$ cat src/rtl/parking_pkg.sv
// Shared types and constants for the parking exit path.
//   state_e            : exit FSM states (IDLE, OPEN)
//   SLOT_W             : width of a slot index
//   DEF_SLOTS          : default number of parking slots
//   DEF_TIMEOUT_CYCLES : default gate-open timeout in cycles
package parking_pkg;

  localparam int unsigned SLOT_W             = 3;
  localparam int unsigned DEF_SLOTS          = 8;
  localparam int unsigned DEF_TIMEOUT_CYCLES = 1000;

  typedef enum logic [0:0] {
    IDLE = 1'b0,
    OPEN = 1'b1
  } state_e;

endpackage : parking_pkg

$ cat src/rtl/exit_timer.sv
// Counts cycles while enabled and flags when the count has reached
// TIMEOUT_CYCLES-1. Only instantiated when EXIT_TIMEOUT_EN is defined.
// Ports:
//   clk, rst_n : clock, async active-low reset
//   clear      : force the count to zero (wins over enable)
//   enable     : advance the count by one
//   expired    : registered, high while count == TIMEOUT_CYCLES-1
module exit_timer #(
  parameter int unsigned TIMEOUT_CYCLES = parking_pkg::DEF_TIMEOUT_CYCLES
) (
  input  logic clk,
  input  logic rst_n,
  input  logic clear,
  input  logic enable,
  output logic expired
);

  localparam int unsigned CNT_W = (TIMEOUT_CYCLES > 1) ? $clog2(TIMEOUT_CYCLES) : 1;
  localparam logic [CNT_W-1:0] LIMIT = CNT_W'(TIMEOUT_CYCLES - 1);

  logic [CNT_W-1:0] count_q, count_d;
  logic             expired_q, expired_d;

  // Next count; expiry is decoded from the next count so the flag is registered.
  always_comb begin
    count_d = count_q;
    if (clear) begin
      count_d = '0;
    end else if (enable && (count_q != LIMIT)) begin
      count_d = count_q + CNT_W'(1);
    end
    expired_d = (count_d == LIMIT);
  end

  always_ff @(posedge clk or negedge rst_n) begin
    if (!rst_n) begin
      count_q   <= '0;
      expired_q <= 1'b0;
    end else begin
      count_q   <= count_d;
      expired_q <= expired_d;
    end
  end

  assign expired = expired_q;

endmodule : exit_timer

$ cat src/rtl/exit_controller.sv
// Exit gate controller and owner of the free-slot bitmap.
// A car leaving a valid (occupied) slot opens the gate; when the exit
// sensor reports the car has passed, the slot is freed and exit_ack pulses.
// Requests on already-free slots pulse exit_err. The entry side may mark
// a slot occupied at any time; occupy wins over a same-slot release.
// Optional: define EXIT_TIMEOUT_EN to abort an open gate (exit_err) after
// TIMEOUT_CYCLES cycles without car_passed.
// Ports:
//   clk, rst_n        : clock, async active-low reset
//   exit_req/exit_slot: exit request and slot being vacated (IDLE only)
//   car_passed        : exit sensor, car cleared the gate
//   occupy_valid/slot : entry side parked a car in occupy_slot
//   parking_capacity  : registered free-slot bitmap (1 = free)
//   gate_open         : registered gate drive
//   exit_ack/exit_err : one-cycle completion / error pulses
//   busy              : high while in OPEN
module exit_controller
  import parking_pkg::*;
#(
  parameter int unsigned TIMEOUT_CYCLES = DEF_TIMEOUT_CYCLES,
  parameter int unsigned SLOTS          = DEF_SLOTS
) (
  input  logic              clk,
  input  logic              rst_n,
  input  logic              exit_req,
  input  logic [SLOT_W-1:0] exit_slot,
  input  logic              car_passed,
  input  logic              occupy_valid,
  input  logic [SLOT_W-1:0] occupy_slot,
  output logic [SLOTS-1:0]  parking_capacity,
  output logic              gate_open,
  output logic              exit_ack,
  output logic              exit_err,
  output logic              busy
);

  // Elaboration-time sanity check on the configuration.
  if (TIMEOUT_CYCLES == 0 || SLOTS == 0 || SLOTS > (1 << SLOT_W)) begin : g_bad_cfg
    $error("exit_controller: unsupported TIMEOUT_CYCLES/SLOTS");
  end

  state_e            state_q, state_d;
  logic [SLOT_W-1:0] slot_q, slot_d;
  logic [SLOTS-1:0]  cap_q, cap_d;
  logic              gate_q, gate_d;
  logic              ack_q, ack_d;
  logic              err_q, err_d;
  logic              busy_q, busy_d;

`ifdef EXIT_TIMEOUT_EN
  logic timer_expired;

  // Timer is held at zero outside OPEN so it starts from 0 on gate opening.
  exit_timer #(
    .TIMEOUT_CYCLES (TIMEOUT_CYCLES)
  ) u_exit_timer (
    .clk     (clk),
    .rst_n   (rst_n),
    .clear   (state_q != OPEN),
    .enable  (state_q == OPEN),
    .expired (timer_expired)
  );
`endif

  // Next-state, bitmap and output pulses.
  always_comb begin
    state_d = state_q;
    slot_d  = slot_q;
    cap_d   = cap_q;
    gate_d  = gate_q;
    ack_d   = 1'b0;
    err_d   = 1'b0;

    unique case (state_q)
      IDLE: begin
        // Validity is checked against the pre-edge bitmap.
        if (exit_req) begin
          if (!cap_q[exit_slot]) begin
            slot_d  = exit_slot;
            gate_d  = 1'b1;
            state_d = OPEN;
          end else begin
            err_d = 1'b1;
          end
        end
      end
      OPEN: begin
        // car_passed beats a simultaneous timeout.
        if (car_passed) begin
          cap_d[slot_q] = 1'b1;
          ack_d         = 1'b1;
          gate_d        = 1'b0;
          state_d       = IDLE;
        end
`ifdef EXIT_TIMEOUT_EN
        else if (timer_expired) begin
          err_d   = 1'b1;
          gate_d  = 1'b0;
          state_d = IDLE;
        end
`endif
      end
      default: state_d = IDLE;
    endcase

    // Applied last so an occupy overrides a same-slot release.
    if (occupy_valid) begin
      cap_d[occupy_slot] = 1'b0;
    end

    busy_d = (state_d == OPEN);
  end

  always_ff @(posedge clk or negedge rst_n) begin
    if (!rst_n) begin
      state_q <= IDLE;
      slot_q  <= '0;
      cap_q   <= '1;
      gate_q  <= 1'b0;
      ack_q   <= 1'b0;
      err_q   <= 1'b0;
      busy_q  <= 1'b0;
    end else begin
      state_q <= state_d;
      slot_q  <= slot_d;
      cap_q   <= cap_d;
      gate_q  <= gate_d;
      ack_q   <= ack_d;
      err_q   <= err_d;
      busy_q  <= busy_d;
    end
  end

  assign parking_capacity = cap_q;
  assign gate_open        = gate_q;
  assign exit_ack         = ack_q;
  assign exit_err         = err_q;
  assign busy             = busy_q;

endmodule : exit_controller

$ cat config.mk
export PLATFORM = sky130hd
export DESIGN_NAME = exit_controller
export DESIGN_NICKNAME = d
export VERILOG_FILES = /design/src/rtl/parking_pkg.sv /design/src/rtl/exit_timer.sv /design/src/rtl/exit_controller.sv
export SDC_FILE = /design/constraint.sdc
export NUM_CORES = 1
export LEC_CHECK = 0
export BUFFER_PORTS_ARGS = -buffer_cell sky130_fd_sc_hd__buf_2
export CORE_MARGIN = 4
export CORE_UTILIZATION = 43
export CTS_CLUSTER_SIZE = 25
export DETAILED_ROUTE_END_ITERATION = 8
export GPL_ROUTABILITY_DRIVEN = 0
export PLACE_DENSITY = 0.72
export REMOVE_ABC_BUFFERS = 1
export SLEW_MARGIN = 40
export SYNTH_ARGS = -nofsm -noshare
export SYNTH_HDL_FRONTEND = slang
export SYNTH_HIERARCHICAL = 1
export SYNTH_SLANG_ARGS = --single-unit
$ cat constraint.sdc
create_clock -name clk -period 1.3 [get_ports clk]
set_input_delay 0.26 -clock clk [delete_from_list [all_inputs] [get_ports clk]]
set_output_delay 0.26 -clock clk [all_outputs]
set_load 0.05 [all_outputs]
== Yosys cells after proc, flatten, opt, wreduce, memory -nomap -nowiden ==
Index checks and enable logic that the tools add are counted.

* Bits in latches: 0
* Output and inout bits: 12
* Memory bits (read-only): 0
* Memories kept: 0
* RAM bits: 0
* Logic and storage cells: 45
* Bits in registers: 15

* Bitwise operators: 5
* Magnitude comparators: 5
* Add/sub/neg operators: 0
* Shifts and indexed selects: 0
* Multiplexer cells: 22
* Divide/modulo/power cells: 0
* Reductions and logical operators: 4
* Multipliers: 0
* Equality and inequality tests: 3

{| class="wikitable"
|+ Operators with widths
! cell !! number
|-
| 8-bit two-way mux || 3
|-
| 1-bit two-way mux || 14
|-
| 3-bit by 4-bit < comparator with 1-bit output, second input constant || 3
|-
| 8-bit bitwise AND || 1
|-
| 8-bit inverter || 1
|-
| 8-bit OR || 1
|-
| 1-bit demux with 3-bit select || 2
|-
| 3-bit by 1-bit >= comparator with 1-bit output, second input constant || 2
|-
| 2-bit inequality test, second input constant || 3
|-
| 3-bit AND reduction || 2
|-
| 1-bit case mux with 2 select lines || 2
|-
| 1-bit binary-select mux with 3-bit select || 1
|-
| 1-bit logical AND || 2
|-
| 1-bit inverter || 2
|}

== Longest topological paths before layout ==
* Depth in word-level cells: 9
* Gate-level depth with buffers: 4
* Depth with buffers taken out: 4

== Worst setup path after synthesis ==
Ideal clock, no wire load.

* Path kind: flip-flop to flip-flop
* Start: register cap_q[1] (netlist: parking_capacity[1])
* End: register slot_q[0]
* Stages on the path, launching flop included: 5
* Setup time: 125 ps
* Setup slack: -377 ps
* Data required time: 1,175 ps
* Arrival time: 1,552 ps
* Clock period less this slack: 1,677 ps
* Path through: dfstp_2 mux2i_1 a22o_1 o21ai_4 mux2_4

* Longest elaborated chain between the ends: 4

{| class="wikitable"
|+ RTL lines
! what !! RTL line !! source
|-
| start: declaration || exit_controller.sv:44 || <nowiki>logic [SLOTS-1:0] cap_q, cap_d;</nowiki>
|-
| start signal: assignment || exit_controller.sv:126 || <nowiki>cap_q <= cap_d;</nowiki>
|-
| 1-bit binary-select mux with 3-bit select || exit_controller.sv:78 || <nowiki>if (!cap_q[exit_slot]) begin</nowiki>
|-
| 1-bit two-way mux (not written as such) || exit_controller.sv:78 ||
|-
| 1-bit inverter (no line) || - ||
|-
| 3-bit AND reduction (no line) || - ||
|-
| end signal: assignment || exit_controller.sv:125 || <nowiki>slot_q <= slot_d;</nowiki>
|-
| end: declaration || exit_controller.sv:43 || <nowiki>logic [SLOT_W-1:0] slot_q, slot_d;</nowiki>
|}

No other way between the ends. The select of a mux whose other input is x is not followed.
A chain may end at the register's enable or synchronous reset.

== Worst setup path after layout ==
* Start: register cap_q[1] (netlist: parking_capacity[1])
* End: register slot_q[1]

The elaborated chain is that of the path after synthesis.

==> flow_metrics.py <==
metrics = {
    "critical_path": {
        "worst_ep_required_time_ps": 1470,
        "cp-end-kind": "flip-flop",
        "rr_startpoint": "parking_capacity[1]",
        "r2r_cells": 4,
        "cp.arrival_ps": 1680,
        "timing.rr.end": "slot_q[1]",
        "r2r_setup_slack_ps": -220,
        "path_max_fanout": 4,
        "crit_type": "flip-flop to flip-flop",
        "startpoint_type": "flip-flop",
    },
    "timing": {
        "setup_viol": 13,
        "clock_skew_ps": 7.23,
        "period_minus_slack_ps": 1520,
        "fmax_mhz": 660,
        "finalHoldViolCount": 0,
        "min_period_over_period_pct": 117,
        "maxSlewViolCount": 0,
        "finalWorstSetupSlack_ps": -215,
        "rsz0062_at_grt": "true",
        "tightest_slew_ps": 344,
        "maxSlewHeadroom_pct": 77.0,
    },
    "route": {
        "wl_um": 1910,
        "drc": 0,
        "wl_per_cell_um": 15.0,
        "wl_met1_um": 786,
        "drt_first_pass_iters": 4,
        "drt_iter0_drc": 11,
        "wl_met3_um": 129,
        "ant_nets": 0,
        "vias": 676,
        "via_per_inst": 5.32,
        "met2_length_um": 982,
        "highest-signal-layer": "met4",
    },
    "global_route": {
        "grt_pass1_vias": 708,
        "grt_usage_pct": 17.0,
        "grt_max_degree": 16,
        "grt_overflow": 0,
        "grt_antenna_before_repair": 0,
        "grt_pass1_wl_um": 3180,
    },
    "placement": {
        "dp_hpwl_um": 1220,
        "dp_cells": 111,
        "port_buffers": 22,
    },
    "outcome": {
        "violations": "setup timing",
        "outcome": "complete, but fails checks",
    },
    "synth": {
        "yosys.area.top_type": "dfstp_2",
        "netlist_area_um2": 716,
        "synth_warnings": 6,
        "syn-instance-count": 62,
        "avgSynthCellArea_um2": 11.5,
        "synth_cell_types": 21,
        "ys_seq_elements": 15,
        "yosysTopAreaCellShare_pct": 29.4,
        "yosysSeqAreaShare_pct": 53.8,
        "synth_area_leaders": "dfstp_2 29%, dfrtp_1 24%, a21oi_1 6.3%, a31oi_1 5.2%, nor2b_1 4.4%",
    },
    "finish": {
        "nets": 123,
        "final_cells": 127,
        "syn_to_final_growth_pct": 62.2,
        "n_fill_cell": 112,
        "n_antenna_cell": 0,
        "drive_gt1_share_pct": 57.7,
    },
    "power": {
        "p_leak_nw": 0.567,
        "p_per_area_nw_per_um2": 2840,
        "vdd_drop_max_mv": 1.64,
        "p_total_mw": 3.30,
    },
    "clock_tree": {
        "numCtsBuffers": 3,
        "cts_tree": "built",
        "clockRootBuffer": "clkbuf_4",
        "clk_pin_slew_ps": 90,
        "clk_latency_ps": 280,
        "clockBufferDepth": 2,
        "numClockSinks": 15,
        "cts_max_level": 1,
    },
    "floorplan": {
        "die_y_um": 48.8,
        "die_area_um2": 2380,
        "io_pins": 23,
        "core_area_um2": 1540,
        "rows": 14,
        "die_x_um": 48.8,
        "start_util_pct": 46.4,
    },
    "worst_hold_path": {
        "whs_path_depth": 2,
        "hold_class": "input port to flip-flop",
        "holdPathEnd": "parking_capacity[1]",
        "hp-start": "occupy_slot[0]",
    },
    "flow_run": {
        "maxCapViolations": 0,
    },
}
==> flip-flops by register name, summed over array words and instances (netlist names) <==
register	cells
parking_capacity	8
slot_q	3
busy	1
exit_ack	1
exit_err	1
gate_open	1
==> cell families (layout without fill, tap and decap cells) <==
group	after synthesis	after routing	share of synthesized area [%]
buffers and inverters	2	51	1.05
and+or+nand+nor	18	18	14.0
AOI/OAI and AO/OA	21	21	21.0
muxes	6	6	10.1
DFF	15	15	53.8
==> power breakdown <==
group | internal [mW] | switching, mW | total [mW]
sequential | 0.758 | 0.177 | 0.936
combinational | 1.03 | 1.07 | 2.10
clock | 0.114 | 0.148 | 0.262
total | 1.90 | 1.40 | 3.30
==> layer usage <==
metal / vias up / GRT usage [%]
met3: 2 / 7.95
met4: 0 / 4.04
met2: 23 / 28.0
met5: - / 0
li1: 323 / -
met1: 328 / 19.7
==> layout make-up <==
| cell class | count | area [um^2] | share of cell area (%) |
|---|---|---|---|
| inverters | 2 | 7.51 | 0.647 |
| clock buffers | 3 | 22.5 | 1.94 |
| repair buffers | 45 | 398 | 34.3 |
| clock inverters | 1 | 5.00 | 0.431 |
| flip-flops and latches | 15 | 385 | 33.2 |
| well taps | 16 | 20.0 | 1.72 |
| multi-input cells | 45 | 323 | 27.8 |
==> worst max-delay path, stage by stage (launching register included) <==
cell and delay, ps:
dfstp_2 550, mux2i_1 70, a22o_1 270, o21ai_4 200, mux2_4 310
==> Yosys cell counts (all sizes together) <==
cell type	instances
inv	2
o21ai	2
a21oi	9
nand2b	1
nand2	4
nor2b	6
a22o	2
a31oi	6
mux2	4
dfrtp	7
o22ai	1
a41oi	1
and3	1
nor2	4
nor3b	1
dfstp	8
mux2i	2
and2b	1
==> what timing repair did <==
| item | 4_1_cts | 5_1_grt |
|---|---|---|
| setup endpoints to repair | 12 | 15 |
| buffers inserted | 5 | 11 |
| hold buffers | 1 | 0 |
| resized for setup | 32 | 6 |
| endpoints found under the hold margin | 7 | 0 |
| pin swaps | 0 | 1 |
==> worst max path at each step <==
stage / startpoint / to / slack [ps] / cells past startpoint
6_report: parking_capacity[1] / slot_q[1] / -220 / 4
4_1_cts: parking_capacity[1] / slot_q[1] / -200 / 4
3_3_place_gp: parking_capacity[1] / slot_q[1] / -140 / 4
5_1_grt: parking_capacity[1] / slot_q[1] / -280 / 4
2_1_floorplan: parking_capacity[1] / slot_q[0] / -380 / 4
3_5_place_dp: parking_capacity[1] / slot_q[0] / -180 / 4
==> placed cells by master (no fill, tap or decap), drive strengths merged <==
| cell type | instances |
|---|---|
| buf | 43 |
| a21oi | 9 |
| dfstp | 8 |
| dfrtp | 7 |
| a31oi | 6 |
| nor2b | 6 |
| nor2 | 4 |
| nand2 | 4 |
| clkbuf | 4 |
| mux2 | 4 |
| inv | 2 |
| mux2i | 2 |
| a22o | 2 |
| o21ai | 2 |
| and3 | 1 |
| a41oi | 1 |
| nand2b | 1 |
| o22ai | 1 |
| and2b | 1 |
| nor3b | 1 |
| clkinv | 1 |
| dlygate4sd3 | 1 |
==> stage by stage <==
stage / hold slack [ps] / TNS [ps] / utilization, % / setup WS [ps] / instance area, um^2
finish: 172 / -1150 / 75.3 / -215 / 1160
global route: 150 / -1930 / 75.3 / -275 / 1160
CTS: 160 / -1070 / 72.2 / -202 / 1110
detailed placement: 175 / -528 / 60.2 / -180 / 928
global placement: 169 / -362 / 60.2 / -143 / 928
floorplan: -35.6 / -1230 / - / -377 / 716
(Power assumes the default switching activity.)
